--- src/rtl/dmem_bridge.sv ---
// ============================================================================
//  Module   : dmem_bridge
//  Summary  : Turns the CPU's zero-wait data-memory access into a req/ack
//             transaction on a shared bus. It stalls the CPU until the access
//             completes, forces completion on a bus timeout and records that
//             timeout in a sticky error flag.
//             Define DMEM_RDCACHE_EN to add a one-entry read buffer.
//  Revision : 1.0  initial release
// ============================================================================
`default_nettype none

module dmem_bridge #(
    parameter int          TIMEOUT  = 16,
    parameter logic [31:0] ERR_DATA = 32'hDEAD_BEEF
) (
    input  logic        clk,
    input  logic        reset,
    input  logic        cpu_re,
    input  logic        cpu_we,
    input  logic [31:0] cpu_addr,
    input  logic [31:0] cpu_wdata,
    output logic [31:0] cpu_rdata,
    output logic        cpu_stall,
    output logic        bus_req,
    output logic        bus_we,
    output logic [31:0] bus_addr,
    output logic [31:0] bus_wdata,
    input  logic [31:0] bus_rdata,
    input  logic        bus_ack,
    output logic        err_sticky
);

    typedef enum logic [1:0] {
        IDLE = 2'd0,
        BUSY = 2'd1,
        DONE = 2'd2
    } state_t;

    localparam logic [7:0] c_cnt_last = 8'(TIMEOUT - 1);

    state_t      r_state;
    logic [7:0]  r_cnt;
    logic [31:0] r_rdata;
    logic        w_hit;
    logic        w_timeout;
    logic        w_unused_addr_lsbs;

    // Word access: the byte-lane bits of the address are intentionally dropped.
    assign w_unused_addr_lsbs = &{1'b0, cpu_addr[1:0]};
    assign w_timeout          = (r_cnt == c_cnt_last);

`ifdef DMEM_RDCACHE_EN
    logic        r_buf_valid;
    logic [29:0] r_buf_tag;
    logic [31:0] r_buf_data;

    assign w_hit     = (r_state == IDLE) && cpu_re && !cpu_we && r_buf_valid &&
                       (r_buf_tag == cpu_addr[31:2]);
    assign cpu_rdata = w_hit ? r_buf_data : r_rdata;

    // Buffer is write-through; a store of unknown outcome makes it untrustworthy.
    always_ff @(posedge clk or posedge reset) begin
        if (reset) begin
            r_buf_valid <= 1'b0;
            r_buf_tag   <= '0;
            r_buf_data  <= '0;
        end else if (r_state == BUSY) begin
            if (bus_ack) begin
                if (!bus_we) begin
                    r_buf_valid <= 1'b1;
                    r_buf_tag   <= bus_addr[31:2];
                    r_buf_data  <= bus_rdata;
                end else if (r_buf_valid && (r_buf_tag == bus_addr[31:2])) begin
                    r_buf_data  <= bus_wdata;
                end
            end else if (w_timeout && bus_we) begin
                r_buf_valid <= 1'b0;
            end
        end
    end
`else
    assign w_hit     = 1'b0;
    assign cpu_rdata = r_rdata;
`endif

    assign cpu_stall = !reset &&
                       (((r_state == IDLE) && (cpu_re || cpu_we) && !w_hit) ||
                        (r_state == BUSY));

    always_ff @(posedge clk or posedge reset) begin
        if (reset) begin
            r_state    <= IDLE;
            r_cnt      <= '0;
            bus_req    <= 1'b0;
            bus_we     <= 1'b0;
            bus_addr   <= '0;
            bus_wdata  <= '0;
            r_rdata    <= '0;
            err_sticky <= 1'b0;
        end else begin
            case (r_state)
                IDLE: begin
                    if ((cpu_re || cpu_we) && !w_hit) begin
                        bus_req   <= 1'b1;
                        bus_we    <= cpu_we;
                        bus_addr  <= {cpu_addr[31:2], 2'b00};
                        bus_wdata <= cpu_wdata;
                        r_cnt     <= '0;
                        r_state   <= BUSY;
                    end
                end
                BUSY: begin
                    if (bus_ack) begin
                        if (!bus_we) begin
                            r_rdata <= bus_rdata;
                        end
                        bus_req <= 1'b0;
                        r_state <= DONE;
                    end else if (w_timeout) begin
                        if (!bus_we) begin
                            r_rdata <= ERR_DATA;
                        end
                        bus_req    <= 1'b0;
                        err_sticky <= 1'b1;
                        r_state    <= DONE;
                    end else begin
                        r_cnt <= r_cnt + 8'd1;
                    end
                end
                // The request still visible here belongs to the retiring instruction.
                DONE: r_state <= IDLE;
                default: r_state <= IDLE;
            endcase
        end
    end

endmodule

`default_nettype wire

--- config.mk ---
export PLATFORM = sky130hd
export DESIGN_NAME = dmem_bridge
export DESIGN_NICKNAME = d
export VERILOG_FILES = /design/src/rtl/dmem_bridge.sv
export SDC_FILE = /design/constraint.sdc
export NUM_CORES = 1
export LEC_CHECK = 0
export ABC_AREA = 1
export BUFFER_PORTS_ARGS = -buffer_cell sky130_fd_sc_hd__buf_2
export CORE_UTILIZATION = 49
export CTS_BUF_LIST = sky130_fd_sc_hd__clkbuf_2 sky130_fd_sc_hd__clkbuf_4 sky130_fd_sc_hd__clkbuf_8
export DETAILED_ROUTE_END_ITERATION = 6
export GPL_TIMING_DRIVEN = 0
export PLACE_DENSITY = 0.82
export SETUP_SLACK_MARGIN = 0.02
export SLEW_MARGIN = 20
export SYNTH_ARGS = -nofsm -noshare
export SYNTH_HDL_FRONTEND = slang
export SYNTH_SLANG_ARGS = --single-unit
--- constraint.sdc ---
create_clock -name clk -period 4.3 [get_ports clk]
set_input_delay 0.43 -clock clk [delete_from_list [all_inputs] [get_ports clk]]
set_output_delay 0.43 -clock clk [all_outputs]
set_load 0.02 [all_outputs]
## Word level (Yosys, flattened, before mapping)

Cells that the tools add are included.

- Reduce and logical (&&, ||, !) cells: 14
- Bitwise logic cells: 1
- Equal/unequal tests: 8
- Add/sub/neg operators: 1
- Muxes and demuxes: 16

Operators with widths:

| operator | count |
|---|---|
| 32-bit 2-to-1 mux | 4 |
| 8-bit 2-to-1 mux | 3 |
| 8-bit case mux with 2 select lines | 1 |
| 8-bit by 1-bit adder with 8-bit output, second input constant | 1 |
| 8-bit by 4-bit == test with 1-bit output, second input constant | 1 |
| 2-bit inequality test, second input constant | 4 |
| 4-bit AND reduction | 2 |
| 2-bit 2-to-1 mux | 3 |
| 3-bit AND reduction | 2 |
| 2-bit case mux with 2 select lines | 1 |
| 2-bit AND reduction | 2 |
| 2-bit nonzero test | 2 |
| 1-bit 2-to-1 mux | 3 |
| 3-bit inequality test, second input constant | 1 |
| 2-bit by 1-bit == test with 1-bit output, second input constant | 1 |
| 1-bit logical AND | 2 |
| 2-bit zero test | 1 |
| 1-bit logical OR | 2 |
| 2-bit by 1-bit inequality test with 1-bit output, second input constant | 1 |
| 1-bit case mux with 2 select lines | 1 |
| 1-bit zero test | 1 |
| 1-bit inverter | 1 |

- Logic and storage cells: 48
- Bits in registers: 107

## Depth between registers and ports, before layout

Gate-level depths: netlist (run 1).

- Depth in word-level cells: 4
- Gate-level depth with buffers: 8
- Depth with buffers taken out: 8

## Least setup slack after synthesis (run 1)

No wires, ideal clock.

- Kind: register to output
- Start point: reg r_state[1]
- End point: out cpu_stall
- Setup slack: 2.554 ns
- Cell stages (with the launch flop): 6
- Arrival: 1.316 ns
- Required time: 3.870 ns
- Cells stage by stage: dfrtp_1 -> nor2_1 -> o21ai_0 -> buf_2 -> buf_2 -> a21oi_1

- Cells in the longest elaborated chain, start to end: 4

RTL lines:

| what | RTL line | RTL |
|---|---|---|
| from (decl) | 41 | `state_t r_state;` |
| from (signal assigned) | 92 | `r_state <= IDLE;` |
| from (signal assigned) | 109 | `r_state <= BUSY;` |
| from (signal assigned) | 118 | `r_state <= DONE;` |
| 2-bit zero test | 87 | `(((r_state == IDLE) && (cpu_re \|\| cpu_we) && !w_hit) \|\|` |
| 1-bit logical AND | 87 |  |
| 1-bit logical OR (*) | 87 |  |
| 1-bit logical AND (*) | 86 | `assign cpu_stall = !reset &&` |
| to (decl) | 23 | `output logic cpu_stall,` |

Mark *: on every way between the ends. The rest lies on a longest branch, timed or not.

## Final worst setup path (run 1)

Ends and elaborated chain as after synthesis.

==> summary.txt, run 1 <==
Yosys
  – Mux cell area share after synthesis: 0%
  – Syn_area_per_cell: 8.568 um^2
  – Synth Area in Compound Gates: roughly 1.5%
  – Synthesized instance count: 531
  – Netlist cell types: 22
  – Post-synth EDFFs: 0
  – Post-Synth XOR/XNOR Area: 0%
  – Seq/Total Area, Yosys: 58.86%
  – Synthesized area: around 4500 um^2
  – Top FF cell, synth: dfrtp_1
  – Yosys warns: 0
  – Post-synthesis async set-or-reset flop share: between 90% and 100%
  – Post-synthesis simple-gate area fraction: between 30 and 40%
  – Largest family of logic cells by synthesized area: simple AND/OR/NAND/NOR gates
  – Adder-cell share of the synthesized area: less than 1%
  – Synthesized flop and latch total: around 110

Route
  – Drt initial violations: between 150 and 200
  – # DRC: 13
  – DRT Pass-1 Iters: 7
  – Routed via count: about 4200
  – Post-DR vias/cell: just under 5
  – Average wire per standard cell: roughly 13 um
  – Total wire length: about 11 mm
  – Detail Route Antenna Nets: 0

Global route
  – Gr usage total: 24.46%
  – Initial antenna violation count: 0
  – Total gr overflow: 0
  – Global-route wire length before repair: around 19 mm
  – Vias in the first global route: 4102
  – Largest net degree at the start of global routing: 58

Floorplan
  – Rows: 34
  – Initial Util: about half
  – IO Count: approximately 200
  – Die ar.: 9674 um^2
  – Die W: ~98 um
  – Core area: approximately 8800 um^2
  – Die Ht: between 90 and 100 um

Power and ir drop
  – Combinational share of power: 48.0%
  – Total Power: roughly 4.4 mW
  – Sw frac: 45.77%
  – Clock Power Share: a little over an eighth
  – Max VDD drop: 0.4438 mV
  – Int Power: approximately 2.4 mW
  – PwrDens: approximately 750 nW/um^2
  – Psw: about 2.0 mW
  – Flop pwr share: between 30% and 40%
  – Leakage: between 3 and 4 nW

Setup path
  – CP delay by family, top: buffers and inverters
  – CP startpoint kind: register
  – CP Data Arrival Time: about 1.8 ns
  – Crit-path max FO: 10
  – Critical path class: register to output port
  – Worst EP required: 3.87 ns
  – Worst R2R Start: r_cnt[1]$_DFFE_PP0P_
  – Crit-path most repeated cell: buf_2
  – Slowest CP cell: dfrtp_1
  – Crit path launch: r_state[1]$_DFFE_PP0P_
  – R2R Setup Slk: between 2 and 3 ns
  – R2r worst-path depth: 7
  – Worst setup EP type: output port
  – Crit path largest cell delay: between 0.4 and 0.5 ns
  – R2R Path End: cpu_rdata[10]$_DFFE_PP0P_
  – Critical Path, Cell by Cell: nor2_1 > o21ai_0 > buf_2 > buf_2 > a21oi_1 > buf_2
  – Buf/Inv on CP: 3

Outcome
  – Run status: finished with violations
  – Failing checks: DRC

STA
  – Final Cycle Share: 51.90%
  – Clock skew: 0.01324 ns
  – Slew headroom: 66.65%
  – Slew Limit Fails: 0
  – RSZ-0062 raised after global routing: false
  – Final hold vios: 0
  – Final TNS setup: 0 ns
  – Actual slew at the worst max-slew pin: approximately 0.5 ns
  – Crit path time final: around 2.2 ns
  – Final setup fails: 0
  – F_max: about 0.45 GHz

Layout
  – Final Instance Area: roughly 6000 um^2
  – Share of layout cells above drive strength 1: a little over a third
  – FILL cells: ~740
  – Syn-to-layout area delta: 29.46%
  – Diode count: 0
  – Layout net count: approximately 840
  – Post-Layout Cell Count: 852

CTS
  – CTS resizes: 0
  – Worst-path clk slew: approximately 0.10 ns
  – CTS tree: built
  – Max clock buf depth: 2
  – Hold_buf cts: 0
  – Setup Buffers After CTS: 0
  – CTS root buf: clkbuf_8
  – CTS H-tree depth: 3
  – Clock Latency Late Sink: roughly 0.35 ns
  – TritonCTS Buffers: 9
  – Clock Sink Count: approximately 110

Job
  – MaxCap Viol Count: 0

Placed design
  – Placed Cells: around 840
  – GPL Wtd Cong: 0.8296
  – HPWL after DPL: between 8 and 9 mm
  – Buffers added on ports: just under 200
  – Post-DP Area: roughly 5700 um^2

Min path
  – Hold WC Path Type: primary input to asynchronous set/reset pin
## cells in the mapped netlist (3+ instances only)
master,instances,area (um^2)
inv_1,13,48.80
nor2_1,14,52.55
buf_6,3,33.78
nand3_1,8,40.04
buf_2,15,75.07
o21ai_0,4,20.02
clkbuf_1,8,30.03
nand2_1,286,1074
nand4_1,32,200.2
o21bai_1,3,22.52
buf_4,4,30.03
or2_2,25,156.4
dfrtp_1,107,2678
## kinds of logic (layout without fill, tap and decap cells)
family | count (synthesis) | after routing
simple gates | 369 | 369
flops | 107 | 107
buf+inv | 44 | 256
compound gates | 9 | 9
fa+ha+maj | 1 | 1
other cells | 1 | 2
## power by group through the flow
stage | combinational [mW] | clock [mW] | sequential [mW]
global route | 2.33 | 0.666 | 1.76
detailed placement | 2.15 | 0 | 1.71
global placement | 2.09 | 0 | 1.70
CTS | 2.15 | 0.617 | 1.71
floorplan | 0.822 | 0 | 2.26
finish | 2.13 | 0.601 | 1.71
## worst register-to-register path: stages, from the launching register on
cell      delay [ns]
dfrtp_1         0.40
ha_1            0.22
nand3_2         0.15
o21bai_4        0.29
nand3_4         0.14
buf_6           0.17
nand2_1         0.06
nand2_1         0.05
## area by class of cell
cell class	instances	area, um^2	area share [%]
Clock buffer	9	123.9	2.103
Tap cell	108	135.1	2.294
Clock inverter	7	68.82	1.168
Buffer	30	168.9	2.868
Sequential cell	107	2678	45.46
Multi-Input combinational cell	381	1654	28.09
Inverter	14	57.56	0.9773
Timing Repair Buffer	196	1003	17.04
## per-layer routing
| layer | GRT usage [%] | routed length, um |
|---|---|---|
| met1 | 30.78 | 4808 |
| met2 | 41.06 | 5477 |
| met3 | 7.015 | 985 |
| met4 | 7.463 | 155 |
| met5 | 0 | 0 |
## worst max path at each step
| stage | end | slack (ns) | cells past startpoint |
|---|---|---|---|
| after floorplan | bus_addr[10]$_DFFE_PP0P_ | 1.05 | 1 |
| after CTS | cpu_stall | 2.04 | 6 |
| after global routing | cpu_stall | 1.93 | 6 |
| final | cpu_stall | 2.07 | 6 |
| after detailed placement | cpu_stall | 2.23 | 6 |
| after global placement | bus_wdata[0]$_DFFE_PP0P_ | -0.08 | 2 |
## state kept, by name, summed over array words and instances, names as in the netlist
signal      flops
bus_addr       30
bus_req         1
bus_wdata      32
bus_we          1
cpu_rdata      32
err_sticky      1
r_cnt           8
r_state         2
## placed cells by master, fill, tap and decap left out, drive strengths merged
| cell type | n |
|---|---|
| a21oi | 1 |
| buf | 218 |
| bufinv | 1 |
| clkbuf | 17 |
| clkinv | 5 |
| clkinvlp | 2 |
| conb | 2 |
| dfrtp | 107 |
| ha | 1 |
| inv | 13 |
| nand2 | 286 |
| nand3 | 10 |
| nand4 | 32 |
| nor2 | 16 |
| o21ai | 4 |
| o21bai | 4 |
| or2 | 25 |
## metrics by stage
step	hold WS (ns)	util, %	setup slack (ns)
floorplan	0.4895	-	1.053
global placement	0.4481	64.01	-0.07853
detailed placement	0.4535	64.38	2.227
CTS	0.1135	66.56	2.039
global route	0.1215	66.56	1.931
finish	0.1127	66.56	2.068
(Power assumes the default switching activity.)
==> run 2: changes to the inputs <==
--- a/config.mk
+++ b/config.mk
@@ -5,13 +5,13 @@
 export SDC_FILE = /design/constraint.sdc
 export NUM_CORES = 1
 export LEC_CHECK = 0
-export ABC_AREA = 1
+export ABC_AREA = 0
 export BUFFER_PORTS_ARGS = -buffer_cell sky130_fd_sc_hd__buf_2
-export CORE_UTILIZATION = 49
+export CORE_UTILIZATION = 47
 export CTS_BUF_LIST = sky130_fd_sc_hd__clkbuf_2 sky130_fd_sc_hd__clkbuf_4 sky130_fd_sc_hd__clkbuf_8
 export DETAILED_ROUTE_END_ITERATION = 6
 export GPL_TIMING_DRIVEN = 0
-export PLACE_DENSITY = 0.82
+export PLACE_DENSITY = 0.81
 export SETUP_SLACK_MARGIN = 0.02
 export SLEW_MARGIN = 20
 export SYNTH_ARGS = -nofsm -noshare
==> constraint.sdc (replaced) <==
create_clock -name clk -period 2.2 [get_ports clk]
set_input_delay 0.22 -clock clk [delete_from_list [all_inputs] [get_ports clk]]
set_output_delay 0.22 -clock clk [all_outputs]
set_load 0.02 [all_outputs]
==> run 2 against run 1 <==
  * The flow now finishes without violations
  * Highest routed layer unchanged
  * Clock skew increased by 0.0030 ns
  * Critical endpoint is now r_cnt[7]$_DFFE_PP0P_
  * Count of clock-buffer cells in the layout grew 2
  * Area after synthesis is 9.7% lower
  * Combinational power up 77%
  * Critical path type is now register to register
  * Synthesized cell count shrank 24%
==> summary.txt, run 2 <==
Layout
  – Most common cell after layout, fill and taps aside: buf_2
  – Layout net count: 715 (-15%)
  – Most frequent cells in the layout: buf_2, nand2_1, dfrtp_1
  – FILL cells: 678 (-8.9%)
  – Share of layout cells above drive strength 1: 37.54% (+1.9 points)
  – Layout Utilization: 66.04% (-0.52 points)
  – Post-Layout Cell Count: 723 (-15%)
  – FF/Latch Area: 2678 um^2 (unchanged)
  – Final Instance Area: 5508 um^2 (-6.5%)
  – Syn-to-layout area delta: 34.13%
  – Multi-input gate area: 1325 um^2 (-20%)
  – Diode count: 0 (unchanged)

Floorplan
  – Die Ht: 95.47 um (-2.9%)
  – Initial Util: 49.23% (-2.2 points)
  – Die ar.: 9115 um^2 (-5.8%)
  – Die W: 95.47 um (-2.9%)
  – Rows: 33 (-2.9%)
  – IO Count: 201 (unchanged)
  – Core area: 8341 um^2 (-5.7%)

Route
  – # DRC: 0 (-13)
  – Post-DR vias/cell: 4.824 (-2.3%)
  – Average wire per standard cell: 13.38 um (-0.24%)
  – DR top layer: met4
  – Total wire length: 9.674 mm (-15%)
  – Drt initial violations: 132 (-31%)
  – DRT Pass-1 Iters: 4 (-3)
  – Routed via count: 3488 (-17%)
  – Met2 wire length: 4.609 mm (-16%)
  – Detail Route Antenna Nets: 0 (unchanged)
  – WL met1: 4.120 mm (-14%)
  – Met3 wire length: 836 um (-15%)

Yosys
  – Synth top area cells: dfrtp_1, nand2_1, o22a_1
  – Cell with the most instances after synthesis: nand2_1
  – Top-area cell type share of the netlist area: 65.20% (+6.3 points)
  – Top cell type by total area after synthesis: dfrtp_1
  – Netlist cell types: 38 (+73%)
  – Post-synth EDFFs: 0 (unchanged)
  – Post-synthesis async set-or-reset flop share: 100.0% (unchanged)
  – Synthesized flop and latch total: 107 (unchanged)
  – Yosys warns: 0 (unchanged)
  – Seq/Total Area, Yosys: 65.20% (+6.3 points)
  – Top FF cell, synth: dfrtp_1
  – Synth cell count leaders: nand2_1, dfrtp_1, o22a_1, clkbuf_1, a22o_1
  – Synthesized instance count: 401 (-24%)
  – Synthesized area: 4106 um^2 (-9.7%)
  – Syn_area_per_cell: 10.24 um^2 (+20%)

Setup path
  – CP startpoint kind: register
  – R2R Setup Slk: 0.26 ns (-2.45 ns)
  – Worst setup EP type: register
  – Crit-path max FO: 10 (unchanged)
  – Critical path class: register to register
  – CP Data Arrival Time: 2.18 ns (+0.38 ns)
  – Worst EP required: 2.44 ns (-1.43 ns)

Global route
  – Total gr overflow: 0 (unchanged)
  – Gr usage total: 21.44% (-3.0 points)
  – Global-route wire length before repair: 14.93 mm (-20%)
  – Vias in the first global route: 3359 (-18%)
  – Largest net degree at the start of global routing: 37 (-36%)
  – Initial antenna violation count: 0 (unchanged)

Power and ir drop
  – Leakage: 3.028 nW (-12%)
  – Total Power: 8.357 mW (+88%)
  – Max VDD drop: 0.7247 mV (+63%)
  – PwrDens: 1517 nW/um^2 (+100%)

CTS
  – Clock Latency Late Sink: 0.36 ns (about the same)
  – CTS root buf: clkbuf_8
  – Setup Buffers After CTS: 0 (unchanged)
  – Worst-path clk slew: 0.11 ns (about the same)
  – Clock Sink Count: 107 (unchanged)
  – TritonCTS Buffers: 9 (unchanged)
  – Max clock buf depth: 2 (unchanged)
  – CTS H-tree depth: 3 (unchanged)
  – CTS tree: built

STA
  – Crit path time final: between 1.5 and 2 ns
  – Final TNS setup: 0 ns (unchanged)
  – Final Cycle Share: between 80% and 90%
  – PnR worst setup slack: 0.2570 ns (-1.811 ns)
  – Actual slew at the worst max-slew pin: 0.6956 ns (+0.1953 ns)
  – RSZ-0062 raised after global routing: false
  – Slew Limit Fails: 0 (unchanged)
  – Clock skew: 0.01626 ns (+0.003019 ns)
  – Final hold vios: 0 (unchanged)
  – Hold WS: 0.04288 ns (-0.06985 ns)
  – Final setup fails: 0 (unchanged)
  – Slew headroom: 53.53% (-13 points)
  – F_max: a little over 0.5 GHz

Placed design
  – GPL Wtd Cong: 0.7806 (-5.9%)
  – Placed Cells: 706 (-16%)
  – HPWL after DPL: 7.278 mm (-15%)
  – Post-DP Area: 5286 um^2 (-7.2%)
  – Buffers added on ports: 196 (+0.51%)
  – Setup WS pre-CTS: 0.2310 ns (-1.996 ns)

Job
  – MaxCap Viol Count: 0 (unchanged)

Min path
  – Hold WC Path Type: primary input to register

Outcome
  – Run status: complete, no violations
-- run 2: cell count changes after synthesis, moves of 5 or more --
cell     change
nand4_1     -30
or2_2       -24
nand2_1     -95
nor2_1       -7
buf_1        +5
o22a_1      +24
a22o_1       +9
buf_2       -11
inv_1       -11
-- run 2: report_power, final --
part | leakage [nW] | total, mW | switching, mW | internal, mW
clock network | 0.104 | 1.23 | 0.654 | 0.578
logic | 1.63 | 3.78 | 2.47 | 1.31
registers | 1.30 | 3.35 | 0.487 | 2.86
-- run 2: logic make-up after synthesis --
| group | synth area share (%) |
|---|---|
| other cells | 0.09132 |
| xor+xnor | 0.4266 |
| flops | 65.20 |
| compound gates | 9.263 |
| fa+ha+maj | 0.3046 |
| buf+inv | 2.773 |
| simple gates | 21.94 |
-- run 2: cell type report --
cell class | count | area share [%]
repair buffers | 200 | 19.08
plain buffers | 23 | 1.931
flip-flops and latches | 107 | 48.61
inverters | 2 | 0.2045
multi-input cells | 270 | 24.06
clock inverters | 5 | 1.090
clock buffers | 11 | 2.635
well taps | 105 | 2.385
-- run 2: what timing repair did --
| action | in CTS | in global routing |
|---|---|---|
| hold endpoints to repair | 11 | 0 |
| endpoints found under the setup margin | 0 | 1 |
| resized for setup | 0 | 2 |
| hold buffers | 1 | 0 |
-- run 2: path summary, 6_finish.rpt --
check / startpoint / to / cells after the start
worst max-delay path: r_cnt[0]$_DFFE_PP0P_ / r_cnt[7]$_DFFE_PP0P_ / 6
worst min-delay path: cpu_addr[19] / bus_addr[19]$_DFFE_PP0P_ / 3
worst max register to register: r_cnt[0]$_DFFE_PP0P_ / r_cnt[7]$_DFFE_PP0P_ / 6
worst min register to register: bus_wdata[11]$_DFFE_PP0P_ / bus_wdata[11]$_DFFE_PP0P_ / 2
max in group asynchronous: reset / bus_wdata[27]$_DFFE_PP0P_ / 5
min in group asynchronous: reset / bus_addr[16]$_DFFE_PP0P_ / 3
-- run 2: worst max-delay path, stage by stage (launching register included) --
cell     delay (ns)
dfrtp_1        0.43
ha_1           0.25
and3_4         0.22
a211o_2        0.32
buf_2          0.17
and3_1         0.19
a311o_1        0.26
-- run 2: per-layer routing --
| metal | global-route usage, % | vias to the layer above |
|---|---|---|
| li1 | - | 1726 |
| met2 | 37.56 | 147 |
| met3 | 6.061 | 8 |
| met5 | 0 | - |
| met1 | 25.08 | 1607 |
| met4 | 7.587 | 0 |
==> run 3: changes to the inputs <==
--- a/config.mk
+++ b/config.mk
@@ -6,10 +6,10 @@
 export NUM_CORES = 1
 export LEC_CHECK = 0
 export ABC_AREA = 0
-export BUFFER_PORTS_ARGS = -buffer_cell sky130_fd_sc_hd__buf_2
-export CORE_UTILIZATION = 47
+export CORE_UTILIZATION = 65
 export CTS_BUF_LIST = sky130_fd_sc_hd__clkbuf_2 sky130_fd_sc_hd__clkbuf_4 sky130_fd_sc_hd__clkbuf_8
 export DETAILED_ROUTE_END_ITERATION = 6
+export DONT_BUFFER_PORTS = 1
 export GPL_TIMING_DRIVEN = 0
 export PLACE_DENSITY = 0.81
 export SETUP_SLACK_MARGIN = 0.02
==> run 3 against run 2 <==
  * Cell area fell by 2.2%
  * Routed wire length rose by 21%
  * Non-clock buffer count is 108 lower
  * Power down 4.2%
  * Worst setup slack worse by 0.14 ns
  * Register-to-register slack about the same
  * Critical path depth shrank 2
  * Final cell count decreased by 19%
  * Clock skew decreased by 0.0071 ns
==> summary.txt, run 3 (synthesized netlist as in run 2, its figures left out) <==
STA
  – Final hold vios: 0 (unchanged)
  – F_max: 0.4802 GHz (-6.7%)
  – Slew Limit Fails: 0 (unchanged)
  – Actual slew at the worst max-slew pin: 0.6816 ns (-0.01402 ns)
  – Hold WS: 0.004023 ns (-0.03886 ns)
  – PnR worst setup slack: 0.1175 ns (-0.1395 ns)
  – Final Cycle Share: 94.66% (+6.3 points)
  – Clock skew: 0.009136 ns (-0.007121 ns)
  – Crit path time final: 2.082 ns (+0.1395 ns)
  – Final TNS setup: 0 ns (unchanged)
  – Slew headroom: 54.46% (+0.94 points)
  – Final setup fails: 0 (unchanged)
  – RSZ-0062 raised after global routing: false

CTS
  – Worst-path clk slew: 0.10 ns (about the same)
  – Clock Latency Late Sink: 0.36 ns (about the same)
  – TritonCTS Buffers: 9 (unchanged)
  – CTS H-tree depth: 3 (unchanged)
  – Clock Sink Count: 107 (unchanged)
  – CTS tree: built
  – CTS root buf: clkbuf_8
  – Max clock buf depth: 2 (unchanged)

Placed design
  – Buffers added on ports: 0 (-100%)
  – GPL Wtd Cong: 0.7585 (-2.8%)
  – HPWL after DPL: 6.225 mm (-14%)
  – Setup WS pre-CTS: 0.2946 ns (+0.06363 ns)

Power and ir drop
  – PwrDens: 1486 nW/um^2 (-2.0%)
  – Leakage: 2.596 nW (-14%)
  – Total Power: 8.008 mW (-4.2%)
  – Max VDD drop: 1.239 mV (+71%)

Route
  – Total wire length: 11.74 mm (+21%)
  – Drt initial violations: 167 (+27%)
  – Detail Route Antenna Nets: 0 (unchanged)
  – Post-DR vias/cell: 5.923 (+23%)
  – DRT Pass-1 Iters: 5 (+1)
  – Routed via count: 3465 (-0.66%)
  – Average wire per standard cell: 20.06 um (+50%)
  – # DRC: 0 (unchanged)

Setup path
  – R2R Setup Slk: 0.26 ns (about the same)
  – Critical path class: register to output port
  – Critical Path, Cell by Cell: nor2_1 > o21ai_2 > clkbuf_1 > a21oi_2
  – Worst EP required: 1.98 ns (-0.46 ns)
  – Slowest CP cell: dfrtp_1
  – Crit-path max FO: 10 (unchanged)
  – Crit path largest cell delay: 0.43 ns (about the same)
  – CP Data Arrival Time: 1.86 ns (-0.32 ns)
  – R2r worst-path depth: 6 (unchanged)
  – CP startpoint kind: register
  – Worst setup EP type: output port
  – Worst R2R Start: r_cnt[0]$_DFFE_PP0P_
  – R2R Path End: r_cnt[7]$_DFFE_PP0P_

Layout
  – Most common cell after layout, fill and taps aside: nand2_1
  – Layout net count: 607 (-15%)
  – Share of layout cells above drive strength 1: 7.059% (-30 points)
  – Syn-to-layout area delta: 31.20%
  – Most frequent cells in the layout: nand2_1, dfrtp_1, dlygate4sd3_1
  – Diode count: 0 (unchanged)
  – Layout Utilization: 89.93% (+24 points)

Global route
  – Vias in the first global route: 3371 (+0.36%)
  – Total gr overflow: 0 (unchanged)
  – Initial antenna violation count: 0 (unchanged)
  – Largest net degree at the start of global routing: 36 (-2.7%)
  – Gr usage total: 32.52% (+11 points)
  – Global-route wire length before repair: 15.73 mm (+5.4%)

Floorplan
  – IO Count: 201 (unchanged)
  – Die Ht: 81.49 um (-15%)
  – Die W: 81.49 um (-15%)
  – Core area: 5991 um^2 (-28%)
  – Die ar.: 6640 um^2 (-27%)
  – Rows: 28 (-15%)
  – Initial Util: 68.55% (+19 points)

Job
  – MaxCap Viol Count: 0 (unchanged)

Outcome
  – Run status: complete, no violations

Min path
  – Cell depth of the worst hold path: 1 (-2)
  – Hold endpoint: cpu_rdata[20]$_DFFE_PP0P_
  – Hold WC Path Type: primary input to register
  – Hold path start: bus_rdata[20]
-- run 3: changes by cell type in the layout (fill, tap and decap cells not counted), sizes merged --
cell,previous run,this run
clkinvlp,2,5
dlygate4sd3,1,89
buf,211,15
clkinv,1,0
bufinv,1,2
clkbuf,22,21
inv,3,1
-- run 3: area by class of cell --
cell class                      count  area, um^2
Buffer                             23       106.4
Clock buffer                       10       131.4
Clock inverter                      6       90.09
Fill cell                         233       603.1
Inverter                            2       11.26
Multi-Input combinational cell    270        1326
Sequential cell                   107        2678
Tap cell                           75       93.84
Timing Repair Buffer               92       950.9
-- run 3: timing repair --
action                     CTS  global route
gates resized for setup      1             1
hold buffers                68            21
setup buffers                0             0
hold endpoints to repair    80            21
setup endpoints to repair    1             1
-- run 3: worst max-delay path by stage --
stage | start | endpoint | slack, ns | depth (start not counted)
3_3_place_gp | reset | bus_wdata[27]$_DFFE_PP0P_ | 0.24 | 1
5_1_grt | r_state[0]$_DFFE_PP0P_ | cpu_stall | 0.02 | 4
3_5_place_dp | r_cnt[0]$_DFFE_PP0P_ | r_cnt[7]$_DFFE_PP0P_ | 0.29 | 6
6_report | r_state[1]$_DFFE_PP0P_ | cpu_stall | 0.12 | 4
2_1_floorplan | r_cnt[0]$_DFFE_PP0P_ | r_cnt[7]$_DFFE_PP0P_ | 0.38 | 6
4_1_cts | r_state[0]$_DFFE_PP0P_ | cpu_stall | 0.06 | 4
-- run 3: power by group --
part	switching, mW	internal (mW)
Clock	0.658	0.654
Sequential	1.83	2.85
Combinational	1.24	0.776
-- run 3: worst max-delay path: cells and delay by family (launching register included) --
kind	cells	cell delay [ns]
AOI/OAI and AO/OA	2	0.51
buffers and inverters	1	0.27
DFF	1	0.43
and+or+nand+nor	1	0.29
-- run 3: routing by layer --
layer	wire length [um]	GRT usage, %	part of all wire [%]	vias to the layer above
li1	-	-	-	1509
met1	4109	35.35	35	1706
met2	6219	56.92	53	210
met3	1044	9.333	8.9	40
met4	363	17.86	3.1	0
met5	0	0	0	-
-- run 3: metrics by stage --
step / area (um^2) / cells
after floorplan: 4114 / 402
after global placement: 4208 / 477
after detailed placement: 4268 / 480
after CTS: 5174 / 564
after global routing: 5388 / 585
final: 5388 / 585
